===== src/rtl/mem_arbiter_if.sv =====
// Request/response bundle between the two memory requesters, the arbiter and the
// byte-serial memory controller. The arbiter uses the master view; the requester/controller side uses slave.
interface mem_arbiter_if;
  logic        if_req;
  logic [31:0] if_addr;
  logic        if_done;
  logic [31:0] if_data;

  logic        ls_req;
  logic [31:0] ls_addr;
  logic [31:0] ls_wdata;
  logic [3:0]  ls_op;
  logic        ls_done;
  logic [31:0] ls_rdata;

  logic        mc_req;
  logic        mc_fetch;
  logic [31:0] mc_addr;
  logic [31:0] mc_wdata;
  logic [3:0]  mc_op;
  logic        mc_done;
  logic [31:0] mc_rdata;

  modport master (
    input  if_req, if_addr,
    input  ls_req, ls_addr, ls_wdata, ls_op,
    input  mc_done, mc_rdata,
    output if_done, if_data,
    output ls_done, ls_rdata,
    output mc_req, mc_fetch, mc_addr, mc_wdata, mc_op
  );

  modport slave (
    output if_req, if_addr,
    output ls_req, ls_addr, ls_wdata, ls_op,
    output mc_done, mc_rdata,
    input  if_done, if_data,
    input  ls_done, ls_rdata,
    input  mc_req, mc_fetch, mc_addr, mc_wdata, mc_op
  );
endinterface


===== src/rtl/mem_arbiter.sv =====
// Single-port memory arbiter: loads/stores beat fetches, a streak counter bounds fetch
// starvation, blocked IO stores step aside, and flushed fetch/load results are dropped.
module mem_arbiter #(
  parameter int unsigned MAX_LS_STREAK = 4,
  parameter logic [31:0] IO_BASE       = 32'h0003_0000
) (
  input  logic          clk_in,
  input  logic          rst_in,
  input  logic          rdy_in,
  input  logic          flush,
  input  logic          io_buffer_full,
  mem_arbiter_if.master bus
);

  localparam int STREAK_W = $clog2(MAX_LS_STREAK + 1);
  localparam logic [STREAK_W-1:0] STREAK_MAX = STREAK_W'(MAX_LS_STREAK);

  typedef enum logic [1:0] {
    IDLE,
    BUSY,
    RESP
  } state_t;

  state_t              state;
  state_t              state_nx;
  logic [STREAK_W-1:0] streak;
  logic [STREAK_W-1:0] streak_nx;
  logic                cancel;
  logic                cancel_nx;

  logic        mc_req_nx;
  logic        mc_fetch_nx;
  logic [31:0] mc_addr_nx;
  logic [31:0] mc_wdata_nx;
  logic [3:0]  mc_op_nx;
  logic        if_done_nx;
  logic [31:0] if_data_nx;
  logic        ls_done_nx;
  logic [31:0] ls_rdata_nx;

  logic ls_cand;
  logic grant_ls;
  logic grant_if;
  logic store_in_flight;
  logic discard;

  // An IO store facing a full output buffer is not a candidate, so it never blocks fetches.
  assign ls_cand  = bus.ls_req &&
                    !(bus.ls_op[3] && (bus.ls_addr >= IO_BASE) && io_buffer_full);
  assign grant_ls = ls_cand && !(bus.if_req && (streak == STREAK_MAX));
  assign grant_if = bus.if_req && !grant_ls;

  // Stores are already committed, so a flush never cancels them; a flush coinciding
  // with mc_done still counts as in flight.
  assign store_in_flight = !bus.mc_fetch && bus.mc_op[3];
  assign discard         = cancel || (flush && !store_in_flight);

  always_comb begin
    state_nx    = state;
    streak_nx   = streak;
    cancel_nx   = cancel;
    mc_req_nx   = bus.mc_req;
    mc_fetch_nx = bus.mc_fetch;
    mc_addr_nx  = bus.mc_addr;
    mc_wdata_nx = bus.mc_wdata;
    mc_op_nx    = bus.mc_op;
    if_done_nx  = 1'b0;
    if_data_nx  = bus.if_data;
    ls_done_nx  = 1'b0;
    ls_rdata_nx = bus.ls_rdata;

    case (state)
      IDLE: begin
        if (grant_ls) begin
          mc_req_nx   = 1'b1;
          mc_fetch_nx = 1'b0;
          mc_addr_nx  = bus.ls_addr;
          mc_wdata_nx = bus.ls_wdata;
          mc_op_nx    = bus.ls_op;
          state_nx    = BUSY;
        end else if (grant_if) begin
          mc_req_nx   = 1'b1;
          mc_fetch_nx = 1'b1;
          mc_addr_nx  = bus.if_addr;
          mc_wdata_nx = 32'h0;
          mc_op_nx    = 4'b0010;
          state_nx    = BUSY;
        end

        if (!bus.if_req || grant_if) begin
          streak_nx = '0;
        end else if (grant_ls && (streak != STREAK_MAX)) begin
          streak_nx = streak + STREAK_W'(1);
        end
      end

      BUSY: begin
        if (bus.mc_done) begin
          mc_req_nx = 1'b0;
          cancel_nx = 1'b0;
          state_nx  = RESP;
          if (!discard) begin
            if (bus.mc_fetch) begin
              if_done_nx = 1'b1;
              if_data_nx = bus.mc_rdata;
            end else begin
              ls_done_nx  = 1'b1;
              ls_rdata_nx = bus.mc_rdata;
            end
          end
        end else if (flush && !store_in_flight) begin
          cancel_nx = 1'b1;
        end
      end

      RESP: begin
        state_nx = IDLE;
      end

      default: begin
        state_nx = IDLE;
      end
    endcase
  end

  // Every output is a register; rdy_in low freezes the whole block, reset overrides it.
  always_ff @(posedge clk_in) begin
    if (rst_in) begin
      state        <= IDLE;
      streak       <= '0;
      cancel       <= 1'b0;
      bus.mc_req   <= 1'b0;
      bus.mc_fetch <= 1'b0;
      bus.mc_addr  <= 32'h0;
      bus.mc_wdata <= 32'h0;
      bus.mc_op    <= 4'h0;
      bus.if_done  <= 1'b0;
      bus.if_data  <= 32'h0;
      bus.ls_done  <= 1'b0;
      bus.ls_rdata <= 32'h0;
    end else if (rdy_in) begin
      state        <= state_nx;
      streak       <= streak_nx;
      cancel       <= cancel_nx;
      bus.mc_req   <= mc_req_nx;
      bus.mc_fetch <= mc_fetch_nx;
      bus.mc_addr  <= mc_addr_nx;
      bus.mc_wdata <= mc_wdata_nx;
      bus.mc_op    <= mc_op_nx;
      bus.if_done  <= if_done_nx;
      bus.if_data  <= if_data_nx;
      bus.ls_done  <= ls_done_nx;
      bus.ls_rdata <= ls_rdata_nx;
    end
  end

endmodule


===== src/flat_wrapper.sv =====
// flat-port wrapper written by rule: the top's interface ports become plain ports
module mem_arbiter_flat 
#(
  parameter int unsigned MAX_LS_STREAK = 4,
  parameter logic [31:0] IO_BASE       = 32'h0003_0000
)
  (clk_in, rst_in, rdy_in, flush, io_buffer_full, bus_if_req, bus_if_addr, bus_ls_req, bus_ls_addr, bus_ls_wdata, bus_ls_op, bus_mc_done, bus_mc_rdata, bus_if_done, bus_if_data, bus_ls_done, bus_ls_rdata, bus_mc_req, bus_mc_fetch, bus_mc_addr, bus_mc_wdata, bus_mc_op);
  mem_arbiter_if bus_i ();
  input  logic clk_in;
  input  logic rst_in;
  input  logic rdy_in;
  input  logic flush;
  input  logic io_buffer_full;
  input wire logic [$bits(bus_i.if_req)-1:0] bus_if_req;
  input wire logic [$bits(bus_i.if_addr)-1:0] bus_if_addr;
  input wire logic [$bits(bus_i.ls_req)-1:0] bus_ls_req;
  input wire logic [$bits(bus_i.ls_addr)-1:0] bus_ls_addr;
  input wire logic [$bits(bus_i.ls_wdata)-1:0] bus_ls_wdata;
  input wire logic [$bits(bus_i.ls_op)-1:0] bus_ls_op;
  input wire logic [$bits(bus_i.mc_done)-1:0] bus_mc_done;
  input wire logic [$bits(bus_i.mc_rdata)-1:0] bus_mc_rdata;
  output wire logic [$bits(bus_i.if_done)-1:0] bus_if_done;
  output wire logic [$bits(bus_i.if_data)-1:0] bus_if_data;
  output wire logic [$bits(bus_i.ls_done)-1:0] bus_ls_done;
  output wire logic [$bits(bus_i.ls_rdata)-1:0] bus_ls_rdata;
  output wire logic [$bits(bus_i.mc_req)-1:0] bus_mc_req;
  output wire logic [$bits(bus_i.mc_fetch)-1:0] bus_mc_fetch;
  output wire logic [$bits(bus_i.mc_addr)-1:0] bus_mc_addr;
  output wire logic [$bits(bus_i.mc_wdata)-1:0] bus_mc_wdata;
  output wire logic [$bits(bus_i.mc_op)-1:0] bus_mc_op;
  assign bus_i.if_req = bus_if_req;
  assign bus_i.if_addr = bus_if_addr;
  assign bus_i.ls_req = bus_ls_req;
  assign bus_i.ls_addr = bus_ls_addr;
  assign bus_i.ls_wdata = bus_ls_wdata;
  assign bus_i.ls_op = bus_ls_op;
  assign bus_i.mc_done = bus_mc_done;
  assign bus_i.mc_rdata = bus_mc_rdata;
  assign bus_if_done = bus_i.if_done;
  assign bus_if_data = bus_i.if_data;
  assign bus_ls_done = bus_i.ls_done;
  assign bus_ls_rdata = bus_i.ls_rdata;
  assign bus_mc_req = bus_i.mc_req;
  assign bus_mc_fetch = bus_i.mc_fetch;
  assign bus_mc_addr = bus_i.mc_addr;
  assign bus_mc_wdata = bus_i.mc_wdata;
  assign bus_mc_op = bus_i.mc_op;
  mem_arbiter #(.MAX_LS_STREAK(MAX_LS_STREAK), .IO_BASE(IO_BASE)) u_core (.clk_in(clk_in), .rst_in(rst_in), .rdy_in(rdy_in), .flush(flush), .io_buffer_full(io_buffer_full), .bus(bus_i));
endmodule

===== config.mk =====
export PLATFORM = sky130hd
export DESIGN_NAME = mem_arbiter_flat
export DESIGN_NICKNAME = d
export VERILOG_FILES = /design/src/rtl/mem_arbiter_if.sv /design/src/rtl/mem_arbiter.sv /design/src/flat_wrapper.sv
export SDC_FILE = /design/constraint.sdc
export NUM_CORES = 1
export LEC_CHECK = 0
export ABC_AREA = 1
export CORE_UTILIZATION = 41
export DETAILED_ROUTE_END_ITERATION = 10
export GPL_TIMING_DRIVEN = 0
export PLACE_DENSITY = 0.8
export RECOVER_POWER = 25
export SLEW_MARGIN = 20
export SYNTH_ARGS = -nofsm -noshare
export SYNTH_HDL_FRONTEND = slang
export SYNTH_SLANG_ARGS = --single-unit

===== constraint.sdc =====
create_clock -name clk_in -period 1.9 [get_ports clk_in]
set_input_delay 0.38 -clock clk_in [delete_from_list [all_inputs] [get_ports clk_in]]
set_output_delay 0.38 -clock clk_in [all_outputs]
set_load 0.1 [all_outputs]

==> summary.txt <==
Outcome
  • Status: completed

Route
  • Residual DRC count: 0
  • WL/cell: between 10 and 15 um
  • Final wirelength: between 15,000 and 20,000 um
  • Vias: roughly 6,200
  • Initial detailed-routing violation count: a little under 400
  • DRT antenna net count: 0
  • Pre-antenna DRT Iters: 4
  • Vias per Instance: 4.837

GRT
  • Number of global-route vias before repair: roughly 6,000
  • First-pass GRT wire length: 29,520 um
  • GRT overflow: 0
  • Largest net degree at the start of global routing: 17
  • Tot GR Track Use: 0.2619
  • Initial antenna violation count: 0

CTS
  • CTS tree: built
  • Post CTS Setup Buffer Count: 0
  • Inserted Clock Buffers: 17
  • Root buffer cell: clkbuf_16
  • Hold_buf cts: 0
  • Clock Path Buffers: 2
  • Clk Latency, worst-skew pair: 0.42 ns
  • H-tree lvl count: 4
  • CTS sink cnt: ~140
  • Clk slew on worst S/H paths: 0.06 ns

Worst hold path
  • Hold Crit Class: in2reg
  • Hold endpoint: u_core.bus.mc_fetch$_SDFFE_PP0P_
  • Min-delay src: rst_in
  • Cell count of the worst hold path: 4

Setup path
  • Crit path DAT: about 2.1 ns
  • Worst Reg-to-Reg Cells: 7
  • CP startpoint kind: primary input
  • RR Endpoint: u_core.bus.if_data[0]$_SDFFE_PP0P_
  • Reg-to-Reg Start: u_core.bus.mc_fetch$_SDFFE_PP0P_
  • Worst reg2reg setup slack: roughly 0.2 ns
  • Critical Path RT: 2.21 ns
  • Crit end category: flop
  • Crit-path max FO: 10
  • Setup CP Type: in2reg

Power
  • P_sw: around 2700 uW
  • Pint: 5990 uW
  • PwrDens: 912.1 mW/mm2
  • Switching share of total power: 0.3145
  • Leak Pwr: between 0.003 and 0.004 uW
  • Maximum vdd drop: between 600 and 700 uV
  • Comb pwr share: 0.236
  • Clk pwr share: 0.401
  • Seq pwr share: 0.363

Timing
  • Rel. slew slack: 0.6098
  • Final WS setup: a little under 0.09 ns
  • Final min period: about 1.8 ns
  • Unrepaired setup endpoints after global routing: yes
  • Hold Worst Slack: around 0.45 ns
  • Worst Tran Pin Value: 0.5880 ns
  • Max-slew violations: 0
  • Clock skew: between 0.005 and 0.006 ns
  • Final Hold Vio Count: 0
  • Setup Viol. Count Final: 0
  • Final Cycle Share: 0.9534
  • FMAX: approximately 0.55 GHz

Die
  • Die H: around 120 um
  • Chip width: roughly 120 um
  • IO Count: about 280
  • # rows: 43
  • Core footprint: between 0.01 and 0.015 mm2
  • Initial Utilization: 0.4196
  • Area of the die: around 0.015 mm2

Synthesis
  • Sequential-to-total area share from yosys stat: 0.4900
  • Post-synth top area share: 0.4900
  • Register bit count reported by yosys: between 100 and 150
  • Synth Cell Area: slightly below 0.006 mm2
  • Syn nets: around 940
  • Synth warn: 0
  • Count of cell types in the netlist: 27
  • Syn Inst Count: 800
  • Dominant cells by area after synthesis: dfxtp_1 (49%), nor2_1 (13%), nand2_1 (12%)
  • Post-synth top area cell: dfxtp_1
  • Avg Inst Size Synth: between 7 and 8 um2

Placed design
  • DPL Wire Length: between 10,000 and 15,000 um
  • PortBufs: 274
  • Placement Setup Slack: -0.3808 ns
  • GP Congestion: approximately 0.83

Finish
  • Layout Nets: around 1,200
  • Layout cells sized above 1: 0.1917
  • Syn-to-layout area delta: 65.13%
  • Antenna Cells: 0

Run
  • MaxCap Viol Count: 0
-- registers in the layout, summed over array words and instances (netlist names), 2 cells and up --
name and cells:
u_core.streak 3, u_core.bus.if_data 32, u_core.bus.mc_op 4, u_core.state 2
u_core.bus.ls_rdata 32, u_core.bus.mc_wdata 32, u_core.bus.mc_addr 32
-- per-layer routing --
metal / wire length (um) / track usage / vias up
met4: 360 / 0.09722 / 0
li1: - / - / 3145
met1: 7404 / 0.2809 / 2800
met5: 0 / 0 / -
met3: 1613 / 0.09211 / 32
met2: 9295 / 0.4696 / 243
-- repair_timing --
action / 4_1_cts / 5_1_grt
setup endpoints to repair: 136 / 34
resized for setup: 408 / 9
pin swaps: 0 / 0
-- power by group through the flow --
stage               logic, uW  registers [uW]  clock network, uW
floorplan                 499            4130                  0
global placement         2080            3230                  0
detailed placement       2090            3240                  0
CTS                      2060            3170               3550
global route             2180            3190               3670
finish                   2060            3170               3500
-- critical path, stage by stage --
cell             delay, ns
clkdlybuf4s50_1       0.53
nand3_1               0.13
nor2_2                0.17
nand3_1               0.29
clkbuf_1              0.30
o21ai_0               0.26
nor2_1                0.06
-- cells in the mapped netlist --
cell       instances
nor2_1           207
a21oi_4            1
nand3_1           41
a21oi_2            1
a2111oi_0          1
nand2_2            2
clkbuf_1          23
buf_4              7
buf_1              2
nor2_2             1
nand3_4            1
inv_1             13
and2_1             1
dfxtp_1          142
inv_2              4
clkinv_2           1
nand4_1            1
nand3b_1          32
o21a_1             1
buf_6              7
o21ai_0           68
ha_1               2
buf_2             14
nor2_4             1
xor2_1             1
a21oi_1           42
nand2_1          183
-- metrics by stage --
| stage | setup TNS [ns] | instances | area (um2) | util | power [uW] |
|---|---|---|---|---|---|
| 6_report | 0 | 1286 | 9580 | 0.6929 | 8738 |
| 5_1_grt | -0.2536 | 1286 | 9580 | 0.6929 | 9042 |
| 3_5_place_dp | -33.01 | 1254 | 8772 | 0.6344 | 5325 |
| 2_1_floorplan | 0 | 800 | 5804 | - | 4630 |
| 3_3_place_gp | -31.22 | 1254 | 8772 | 0.6344 | 5313 |
| 4_1_cts | 0 | 1286 | 9572 | 0.6922 | 8785 |
-- layout make-up --
class	instances	area [um2]
multi-input combinational	587	2597
tap	180	225.2
buffer	53	301.5
sequential	142	2845
timing repair buffer	274	2913
fill	1200	4247
clock buffer	23	498.0
clock inverter	9	131.4
inverter	18	68.82
-- cell usage in the layout (no fill, tap or decap), types with 14 or more instances in the layout --
cell | Yosys | layout
clkbuf_1 | 23 | 21
nand3b_1 | 32 | 32
nor2_1 | 207 | 207
nand3_1 | 41 | 41
clkdlybuf4s50_1 | 0 | 138
inv_1 | 13 | 14
clkbuf_16 | 0 | 17
a21oi_1 | 42 | 42
nand2_1 | 183 | 182
dfxtp_1 | 142 | 140
clkdlybuf4s15_2 | 0 | 136
o21ai_0 | 68 | 68
-- cell families after synthesis --
| group | Yosys count | synth area share |
|---|---|---|
| AO/OA/AOI/OAI | 114 | 0.1020 |
| XOR/XNOR | 1 | 0.001510 |
| adder cells (fa/ha/maj) | 2 | 0.004312 |
| buffers and inverters | 71 | 0.06276 |
| flip-flops | 142 | 0.4900 |
| AND/OR/NAND/NOR | 470 | 0.3394 |
-- worst max path at each step --
stage	depth (start not counted)	start	to	slack (ns)
after floorplan	7	u_core.bus.mc_op[3]$_SDFFE_PP0P_	u_core.bus.if_data[0]$_SDFFE_PP0P_	0.24
after CTS	7	rdy_in	u_core.bus.if_data[20]$_SDFFE_PP0P_	0.06
after global placement	7	rdy_in	u_core.bus.if_data[20]$_SDFFE_PP0P_	-0.38
after detailed placement	7	rdy_in	u_core.bus.if_data[20]$_SDFFE_PP0P_	-0.38
after global routing	7	rdy_in	u_core.bus.if_data[0]$_SDFFE_PP0P_	-0.05
final	7	rdy_in	u_core.bus.if_data[0]$_SDFFE_PP0P_	0.09
Power figures use the tool's default switching activity.
==> RTL change 1 (config.mk and constraints unchanged) <==
Encoding of `state_t`: now one-hot (3 bits for 3 states).
--- a/src/rtl/mem_arbiter.sv
+++ b/src/rtl/mem_arbiter.sv
@@ -16,8 +16,8 @@
   localparam logic [STREAK_W-1:0] STREAK_MAX = STREAK_W'(MAX_LS_STREAK);
 
-  typedef enum logic [1:0] {
-    IDLE,
-    BUSY,
-    RESP
+  typedef enum logic [2:0] {
+    IDLE = 3'b001,
+    BUSY = 3'b010,
+    RESP = 3'b100
   } state_t;
 
Function: no difference found for any inputs over 4 cycles, from zero or initial values and one cycle with rst_in high; so few cycles prove little.
==> RTL change 1 against the unedited design <==
  * Sequential share of layout area increased by 0.30 points
  * Routed wire length is 1.2% lower
  * Area after synthesis up 1.0%
  * Total power decreased by 5.6%
  * Via count is 1.3% higher
  * Setup slack better by 37 ps
  * Clock skew rose by 1.3 ps
  * Sequential cell count up 1
  * Count of clock-buffer cells in the layout is the same
  * Cell area shrank 0.30%
  * Critical path type is now flop to flop
  * Largest cell class unchanged
  * Highest routed layer unchanged
==> RTL change 1: results (changes against the unedited design) <==
** Hold path
- Startpoint of the lowest-slack hold path :: u_core.bus.ls_done$_SDFFE_PP0P_

** Layout
- The area occupied by registers was 0.00287 mm2 (+0.70%).
- The clock tree cell share of total cell area was 5.57% (-1.0 points).
- The share of layout cells above drive strength 1 was 19.4% (+0.27 points).
- The non-clock buffer total of the final layout came to 328 (+0.31%).

** Timing
- The transition time at the pin with the least slew margin came to 583 ps (-5.50 ps).
- Final min period :: 1770 ps (-37.1 ps)

** Setup path
- The maximum cell stage delay along the critical path came to 340 ps (-190 ps).
- The setup slack of the most critical reg-to-reg path was 130 ps (-70 ps).
- Crit path max-delay cell type :: sky130_fd_sc_hd__dfxtp_1
- RR Endpoint :: u_core.bus.mc_wdata[21]$_SDFFE_PP0P_

** Synthesis
- The post-synthesis adder-cell area fraction came to 0.427% (-0.0043 points).
- The share of synthesized area occupied by flip-flops and latches is 48.8% (-0.15 points).
- Distinct cell type count after synthesis :: 26 (-3.7%)
- Most common library cells after synthesis :: sky130_fd_sc_hd__nor2_1 (208), sky130_fd_sc_hd__nand2_1 (186), sky130_fd_sc_hd__dfxtp_1 (143), sky130_fd_sc_hd__o21ai_0 (67), sky130_fd_sc_hd__a21oi_1 (41)
- The net count of the mapped netlist came to 949 (+0.74%).
- The fraction of synthesized cell area in xor and xnor cells was 0.149% (-0.0015 points).

** Routing
- The final wirelength came to 18500 um (-1.2%).
- Starting DRT DRC Count :: 369 (-6.8%)
- Number of vias per cell after detailed routing :: 4.88 (+0.91%)

** Pwr
- Peak VDD IR :: 0.633 mV (-6.3%)
- The combinational fraction of design power was 24.7% (+1.1 points).
- The portion of total power attributed to the clock network was 36.6% (-3.5 points).
- Leakage Power :: 3.79 nW (about the same)

** Clock tree
- The count of clock tree sinks was 143 (+0.70%).

** Status
- The run finished with clean final reports.

** Global route
- The wire length of the first global-routing pass is 29200 um (-1.2%).

** Placement
- The placer congestion estimate came to 0.881 (+6.2%).
- The placed cell area was 0.00883 mm2 (+0.67%).
## RTL change 1: changes by cell type after synthesis, moves of 2 or more
cell                       delta
sky130_fd_sc_hd__nand2_1      +3
sky130_fd_sc_hd__clkbuf_2     +2
sky130_fd_sc_hd__nand2_2      +4
sky130_fd_sc_hd__buf_6        +2
sky130_fd_sc_hd__clkbuf_1     -2
sky130_fd_sc_hd__nor2_2       +2
## RTL change 1: through the flow
stage	util [%]	cells
5_1_grt	68.5	1291
2_1_floorplan	-	807
3_3_place_gp	63.4	1261
6_report	68.5	1291
4_1_cts	68.4	1291
3_5_place_dp	63.4	1261
## RTL change 1: per-layer routing
metal / GRT usage [%] / vias up / routed length [um]
met3: 9.08 / 28 / 1480
li1: - / 3154 / -
met1: 28.7 / 2878 / 7360
met5: 0 / - / 0
met4: 9.26 / 0 / 390
met2: 44.1 / 241 / 9220
## RTL change 1: what timing repair did
item	4_1_cts	5_1_grt
endpoints found under the setup margin	136	55
buffers inserted	0	0
endpoints found under the hold margin	0	0
resized for setup	408	17
==> RTL change 2 (same settings) <==
Without the edit above. `MAX_LS_STREAK` is set to 4 in 2 places; all go to 8.
--- a/src/rtl/mem_arbiter.sv
+++ b/src/rtl/mem_arbiter.sv
@@ -2,5 +2,5 @@
 // starvation, blocked IO stores step aside, and flushed fetch/load results are dropped.
 module mem_arbiter #(
-  parameter int unsigned MAX_LS_STREAK = 4,
+  parameter int unsigned MAX_LS_STREAK = 8,
   parameter logic [31:0] IO_BASE       = 32'h0003_0000
 ) (
--- a/src/flat_wrapper.sv
+++ b/src/flat_wrapper.sv
@@ -2,5 +2,5 @@
 module mem_arbiter_flat 
 #(
-  parameter int unsigned MAX_LS_STREAK = 4,
+  parameter int unsigned MAX_LS_STREAK = 8,
   parameter logic [31:0] IO_BASE       = 32'h0003_0000
 )
Formal check against the unedited RTL: no difference found for any inputs over 4 cycles, from zero or initial values and one cycle with rst_in high; that may be too few to reach the edited logic, so the function may still have changed.
==> RTL change 2 against the unedited design <==
  * Cell area rose by 0.10%
  * Die area decreased by 0.59%
  * Area after synthesis fell by 0.60%
  * Largest cell class unchanged
  * Synthesized cell count grew 1.1%
  * Critical endpoint is now u_core.bus.ls_rdata[25]$_SDFFE_PP0P_
  * Setup slack lost 15 ps
  * Total power is 0.14% lower
  * Worst hold slack worse by 36 ps
  * Largest power group unchanged
  * Non-clock buffer count unchanged
  * Global-route usage grew 0.12 points
  * Sequential cell count grew 1
  * Routed wire length is 1.1% higher
==> RTL change 2: results (changes against the unedited design) <==
** Status
- Result of the run :: complete, no violations

** Placement
- The worst setup slack after placement came to -374 ps (+6.58 ps).
- The placed cell area came to 0.00873 mm2 (-0.46%).
- The placer congestion estimate was 0.864 (+4.2%).
- The total placed cells including tap cells was 1259 (+0.40%).

** Routing
- Starting DRT DRC Count :: 340 (-14%)
- The final wirelength is 18900 um (+1.1%).
- Routed wire per std cell :: 14.6 um (+0.51%)
- Number of vias per cell after detailed routing :: 4.75 (-1.8%)

** Setup path
- On the critical path the largest part of the delay comes from simple AND/OR/NAND/NOR gates.
- The length in cells of the worst reg-to-reg path is 8 (+1).
- Startpoint of the worst register-to-register path :: u_core.state[0]$_SDFFE_PP0P_
- The most critical setup path has its startpoint at u_core.state[0]$_SDFFE_PP0P_.

** Synthesis
- Cells after Synth :: 809 (+1.1%)
- Most common library cells after synthesis :: sky130_fd_sc_hd__nand2_1 (225), sky130_fd_sc_hd__nor2_1 (208), sky130_fd_sc_hd__dfxtp_1 (143), sky130_fd_sc_hd__o21ai_0 (67), sky130_fd_sc_hd__a21oi_1 (47)
- The net count of the mapped netlist is 951 (+0.96%).
- The share of synthesized area occupied by flip-flops and latches came to 49.6% (+0.64 points).
- Yosys attributes the largest share of cell area to sky130_fd_sc_hd__dfxtp_1 (50%), sky130_fd_sc_hd__nand2_1 (15%), sky130_fd_sc_hd__nor2_1 (14%).

** Pwr
- The standby leakage power is 3.82 nW (+0.75%).
- The proportion of total power due to net switching was 31.4% (-0.10 points).
- Peak VDD IR :: 0.576 mV (-15%)
- The total power of the final layout is 8.73 mW (-0.14%).

** Clock tree
- The later pin in the worst-skew pair is clocked with a latency of about 410 ps.

** Layout
- The share of layout cells above drive strength 1 came to 19.4% (+0.24 points).
- The filler cell count in the final layout is 1137 (-5.3%).

** Timing
- Transition time at the pin with the least slew margin :: 606 ps (+18.3 ps)
- The final worst clock skew came to 5.25 ps (-0.545 ps).
- Post-layout worst setup margin :: 73.7 ps (-14.9 ps)

** Global route
- The number of global-route vias before repair came to 5854 (-1.3%).
- The wire length of the first global-routing pass came to 29200 um (-0.98%).
- Global routing usage summed across all routing layers :: 26.3% (+0.12 points)
-- RTL change 2: changes by cell type after synthesis, sizes merged --
cell	change
o21ai	-1
nand2	+44
inv	+4
buf	-4
dfxtp	+1
xor2	-1
a21oi	+3
nand3	-35
and2	-1
nor2	+1
nand4	-1
clkinv	-1
-- RTL change 2: worst min-delay path by stage --
stage	from	to	slack [ps]	depth (start not counted)
floorplan	u_core.cancel$_SDFFE_PP0P_	u_core.cancel$_SDFFE_PP0P_	450	2
global placement	u_core.bus.mc_wdata[5]$_SDFFE_PP0P_	u_core.bus.mc_wdata[5]$_SDFFE_PP0P_	450	2
detailed placement	u_core.bus.mc_wdata[13]$_SDFFE_PP0P_	u_core.bus.mc_wdata[13]$_SDFFE_PP0P_	450	2
CTS	u_core.bus.mc_wdata[13]$_SDFFE_PP0P_	u_core.bus.mc_wdata[13]$_SDFFE_PP0P_	460	2
global route	bus_ls_addr[31]	u_core.bus.mc_addr[31]$_SDFFE_PP0P_	460	5
finish	bus_ls_addr[31]	u_core.bus.mc_addr[31]$_SDFFE_PP0P_	410	5
-- RTL change 2: kinds of logic after synthesis --
kind of cell / synth area share [%]
and+or+nand+nor: 34.0
DFF: 49.6
AOI/OAI and AO/OA: 10.2
buffers and inverters: 5.73
adders and majority gates: 0.434
-- RTL change 2: area by class of cell --
type	count	area [um2]	share of cell area, %
multi-input combinational	596	2590	27.0
timing repair buffer	278	2950	30.7
clock buffer	19	443	4.62
buffer	49	259	2.70
tap	176	220	2.30
inverter	21	81.3	0.848
clock inverter	12	185	1.93
sequential	143	2870	29.9
-- RTL change 2: layer usage --
layer	share of wire, %	global-route usage (%)
met5	0	0
met4	1.6	9.34
met3	8.2	9.15
met2	51	47.4
met1	40	28.4
